<file path="src/rtl/register_file_sb.sv">
// register_file_sb
//   DEPTH x DATA_W register file (DEPTH = 2**ADDR_W) with two combinational
//   read ports, one synchronous write port and a per-entry busy scoreboard.
//   Decode reserves an entry (marks it busy) and writeback writes and releases
//   it. ZERO_REG hardwires entry 0 to zero. BYPASS forwards same-cycle write
//   data and write-release to the read side.
// Ports
//   clk                  rising-edge clock
//   rst                  asynchronous reset, active-low
//   addr_a/addr_b        read addresses; data_a/data_b read data (comb.)
//   w_en/addr_c/data_c   write port; a write clears the entry's busy bit
//   rsv_en/rsv_addr      reserve request: mark rsv_addr busy
//   rsv_ok               reservation would be accepted this cycle
//   busy_a/busy_b        effective busy state of addr_a/addr_b
//   busy_cnt             registered count of busy entries
module register_file_sb #(
  parameter int unsigned DATA_W   = 16,
  parameter int unsigned ADDR_W   = 4,
  parameter bit          ZERO_REG = 1'b1,
  parameter bit          BYPASS   = 1'b1
) (
  input  logic              clk,
  input  logic              rst,
  input  logic [ADDR_W-1:0] addr_a,
  input  logic [ADDR_W-1:0] addr_b,
  output logic [DATA_W-1:0] data_a,
  output logic [DATA_W-1:0] data_b,
  input  logic              w_en,
  input  logic [ADDR_W-1:0] addr_c,
  input  logic [DATA_W-1:0] data_c,
  input  logic              rsv_en,
  input  logic [ADDR_W-1:0] rsv_addr,
  output logic              rsv_ok,
  output logic              busy_a,
  output logic              busy_b,
  output logic [ADDR_W:0]   busy_cnt
);

  localparam int unsigned DEPTH = 2 ** ADDR_W;

  logic [DATA_W-1:0] r_mem [DEPTH];
  logic [DEPTH-1:0]  r_busy;
  logic [ADDR_W:0]   r_busy_cnt;

  logic w_zero_a, w_zero_b, w_zero_c, w_zero_r;
  logic w_hit_a, w_hit_b;
  logic w_wr, w_rsv;
  logic w_inc, w_dec;

  assign w_zero_a = ZERO_REG && (addr_a == '0);
  assign w_zero_b = ZERO_REG && (addr_b == '0);
  assign w_zero_c = ZERO_REG && (addr_c == '0);
  assign w_zero_r = ZERO_REG && (rsv_addr == '0);

  // A write to the hardwired-zero entry never hits a read port.
  assign w_hit_a = w_en && (addr_c == addr_a) && !w_zero_a;
  assign w_hit_b = w_en && (addr_c == addr_b) && !w_zero_b;

  assign data_a = (BYPASS && w_hit_a) ? data_c : r_mem[addr_a];
  assign data_b = (BYPASS && w_hit_b) ? data_c : r_mem[addr_b];

  // With bypass, a same-cycle write already supplies the result, so the entry
  // is not reported busy to the reader.
  assign busy_a = r_busy[addr_a] && !(BYPASS && w_hit_a) && !w_zero_a;
  assign busy_b = r_busy[addr_b] && !(BYPASS && w_hit_b) && !w_zero_b;

  // Reserving an entry that is being released this cycle is allowed.
  assign rsv_ok = !r_busy[rsv_addr] || (w_en && (addr_c == rsv_addr));

  assign w_wr  = w_en && !w_zero_c;
  assign w_rsv = rsv_en && rsv_ok && !w_zero_r;

  // Counter delta mirrors the busy-bit transitions: a reserve only adds when
  // the entry was idle (a busy entry can only be re-reserved together with its
  // release, net zero); a write only subtracts when it actually clears a busy
  // bit that is not re-set by a same-entry reserve.
  assign w_inc = w_rsv && !r_busy[rsv_addr];
  assign w_dec = w_wr && r_busy[addr_c] && !(w_rsv && (rsv_addr == addr_c));

  always_ff @(posedge clk or negedge rst) begin
    if (!rst) begin
      for (int unsigned i = 0; i < DEPTH; i++) begin
        r_mem[i] <= '0;
      end
    end else if (w_wr) begin
      r_mem[addr_c] <= data_c;
    end
  end

  // Set is scheduled after clear so a same-entry reserve wins.
  always_ff @(posedge clk or negedge rst) begin
    if (!rst) begin
      r_busy <= '0;
    end else begin
      if (w_wr) begin
        r_busy[addr_c] <= 1'b0;
      end
      if (w_rsv) begin
        r_busy[rsv_addr] <= 1'b1;
      end
    end
  end

  always_ff @(posedge clk or negedge rst) begin
    if (!rst) begin
      r_busy_cnt <= '0;
    end else begin
      unique case ({w_inc, w_dec})
        2'b10:   r_busy_cnt <= r_busy_cnt + (ADDR_W + 1)'(1);
        2'b01:   r_busy_cnt <= r_busy_cnt - (ADDR_W + 1)'(1);
        default: r_busy_cnt <= r_busy_cnt;
      endcase
    end
  end

  assign busy_cnt = r_busy_cnt;

endmodule

</file>
<file path="config.mk">
export PLATFORM = sky130hd
export DESIGN_NAME = register_file_sb
export DESIGN_NICKNAME = d
export VERILOG_FILES = /design/src/rtl/register_file_sb.sv
export SDC_FILE = /design/constraint.sdc
export NUM_CORES = 1
export LEC_CHECK = 0
export ABC_AREA = 1
export CORE_MARGIN = 2
export CORE_UTILIZATION = 37
export DETAILED_ROUTE_END_ITERATION = 10
export DONT_BUFFER_PORTS = 1
export MAX_ROUTING_LAYER = met4
export RECOVER_POWER = 50
export SETUP_SLACK_MARGIN = 0.2
export SLEW_MARGIN = 10
export SYNTH_ARGS = -nofsm -noshare
export SYNTH_HDL_FRONTEND = slang
export SYNTH_SLANG_ARGS = --single-unit
</file>
<file path="constraint.sdc">
create_clock -name clk -period 6.22 [get_ports clk]
set_input_delay 1.244 -clock clk [delete_from_list [all_inputs] [get_ports clk]]
set_output_delay 1.244 -clock clk [all_outputs]
set_load 0.02 [all_outputs]
</file>
==> run summary <==
HP Class: register to register
Critical Path AT: 3590 ps
die area: 45150 um2
Mapped Area: 16080 um2
sequential element share of the synthesized area: 0.4310
Final HPWL DP: 33180 um
area delta synth->final: 7.593%
Buf/Inv on CP: 3
PwrDens: 323.4 nW/um2
CP Cell Sequence: clkinv_1 -> buf_4 -> nor2_1 -> nor3_1 -> nand3_2 -> buf_4 -> nand3_1 -> nor2_1 -> nor2_1
endpoints failing hold: 0
headroom to the max-slew limit: -0.4640
Final TNS setup: 0 ps
critical path's most frequent cell: nor2_1
initial antenna violation count: 0
Max Root-Sink Buffers: 3
GRT Overall Usage: 0.2628
worst reg-to-reg setup slack: 3710 ps
critical path required time: 4980 ps
crit path max-delay cell type: nand3_2
Cell Rows: 76
RSZ-0062 raised after global routing: false
Hold EP: r_mem[245]
CP endpoint kind: output pin
Filler Cell Count: 4521
final wirelength: 56870 um
CP Launch Type: primary input
# diodes: 0
fin crit share: 0.7772
Syn Area/Cell: 6.950 um2
Starting Density: 0.3742
largest net degree at the start of global routing: 278
max incr delay on CP: 480 ps
Skew-Pair Late Insertion Delay: 520 ps
Hold Path Depth: 0
share of cells above drive strength 1: 0.04401
sinks on the clock net: 277
die width: 212.5 um
FF-to-FF path depth: 14
Post-CTS Setup Repair Bufs: 0
area share of the largest cell type after synthesis: 0.4310
failing checks: capacitance limit, slew limit
hold_ws: 388.1 ps
Crit Path Category: primary input to output pin
Final Net Count: 2223
most frequent cells in the layout: 524 x nand2_1, 504 x o21ai_0, 277 x dfrtp_1
Synth warnings: 0
synth top area cells: dfrtp_1 43%, o21ai_0 16%, nand2_1 12%
Synth Register Bits: 277
hold_sp: r_mem[245]
Synth Instances: 2314
vias in the first global route: 14660
delay-heaviest family, CP: simple AND/OR/NAND/NOR gates
ANT nets after route: 0
met3 usage: 0.05170
Die Height: 212.5 um
Inst Count DP: 2731
FF/Latch Area: 6932 um2
met1 usage: 0.3511
largest area contributor in the netlist: dfrtp_1
Reg-to-Reg Start: r_busy[15]
wire length per cell: 20.39 um
Area after DPL: 16160 um2
Tmin final: 4834 ps
TritonCTS clock tree: done
TritonCTS Buffers: 34
Critical R2R Capture: busy_cnt[4]
max_cap viols: 1
final setup vio count: 0
Finished Cell Area: 17300 um2
commonest non-fill, non-tap cell in the layout: nand2_1
Slew @ Worst Pin: 2196 ps
via density per instance: 5.564
GRT busiest layer: met2
cell leakage power: 8.013 nW
GP Congestion: 0.8953
fin cells: 2789
grt total ovfl: 0
hold-fix buffer count after cts: 0
CP max FO: 99
io pins: 76
root buffer cell: clkbuf_16
maximum clock rate: 206.9 MHz
status: finished, violations left
Setup Skew: 12.99 ps
drt drc: 0
max-slew violation count: 34
Max rail drop VDD: 198.9 uV
Reg clk slew, reported paths: 50 ps
Resized Gates After CTS: 0
H-tree depth: 2
IO Port Bufs: 0
DRT iter0 DRCs: 1778
via count: 15520
first-pass GRT wire length: 87920 um
GR Layer Usage met2: 0.3947
Post-Syn Nets: 2355
area of the multi-input gates: 7669 um2
core area: 42980 um2
DRT Pass-1 Iters: 6
Synth cell types: 32
## state kept, by name (all words and copies together) (netlist names)
name and count:
r_busy 16, r_mem 256, busy_cnt 5
## how the worst max path moves through the flow
| stage | end | depth (start not counted) | from | slack [ps] |
|---|---|---|---|---|
| 2_1_floorplan | data_a[12] | 11 | addr_a[0] | 2470 |
| 3_3_place_gp | data_a[0] | 8 | addr_a[0] | 1480 |
| 3_5_place_dp | data_a[0] | 8 | addr_a[0] | 1510 |
| 4_1_cts | data_a[0] | 8 | addr_a[0] | 1510 |
| 5_1_grt | data_a[0] | 8 | addr_a[0] | 1360 |
| 6_report | data_b[8] | 9 | addr_b[1] | 1390 |
## worst register-to-register path: stages, from the launching register on
cell	delay, ps
dfrtp_1	450
a22oi_1	230
nand2_1	80
nand2_1	60
nand3_1	80
nor2_1	130
nor2_1	80
ha_1	270
fa_1	430
nand2_1	80
a21oi_1	70
o21ai_0	160
nand2_1	60
nor2_1	110
xor2_1	150
## per-layer routing
layer / up-vias / share of wire / wire [um]
met5: - / 0 / 0
met4: 0 / 0.036 / 2023
met3: 123 / 0.095 / 5407
met2: 729 / 0.44 / 24800
met1: 7340 / 0.43 / 24640
li1: 7325 / - / -
## cells in the mapped netlist (all sizes together)
cell,count
nor3,4
clkinv,3
nand3,104
xnor2,1
ha,4
buf,82
inv,165
nand4,3
a22oi,8
nor2,239
and2,1
o211ai,30
fa,1
clkbuf,112
a21oi,230
xor2,7
o21ai,513
nand2,526
a31oi,3
a21boi,1
dfrtp,277
## logic make-up (layout without fill, tap and decap cells)
group,count (synthesis),after routing,synth area share
AND/OR/NAND/NOR,877,877,0.2165
AO/OA/AOI/OAI,785,785,0.2513
buffers and inverters,362,252,0.09250
flip-flops,277,277,0.4310
XOR/XNOR,8,8,0.004357
adder cells (fa/ha/maj),5,5,0.004357
## cell type report
type / instances / share of cell area
multi-input combinational: 1675 / 0.4432
sequential: 277 / 0.4006
clock buffer: 49 / 0.05770
tap: 585 / 0.04230
inverter: 168 / 0.03644
timing repair buffer: 26 / 0.01106
clock inverter: 9 / 0.008749
## report_power, final
group	switching, mW	internal (mW)
combinational	0.696	0.385
clock	0.798	1.28
sequential	0.256	2.18
## per-stage QoR
step / total power, mW / utilization / setup WS [ps]
floorplan: 3.306 / - / 2475
global placement: 3.499 / 0.3760 / 1476
detailed placement: 3.533 / 0.3760 / 1509
CTS: 5.611 / 0.4027 / 1505
global route: 5.918 / 0.4026 / 1356
finish: 5.597 / 0.4026 / 1386
No activity file was read; power rests on OpenSTA's default activity.
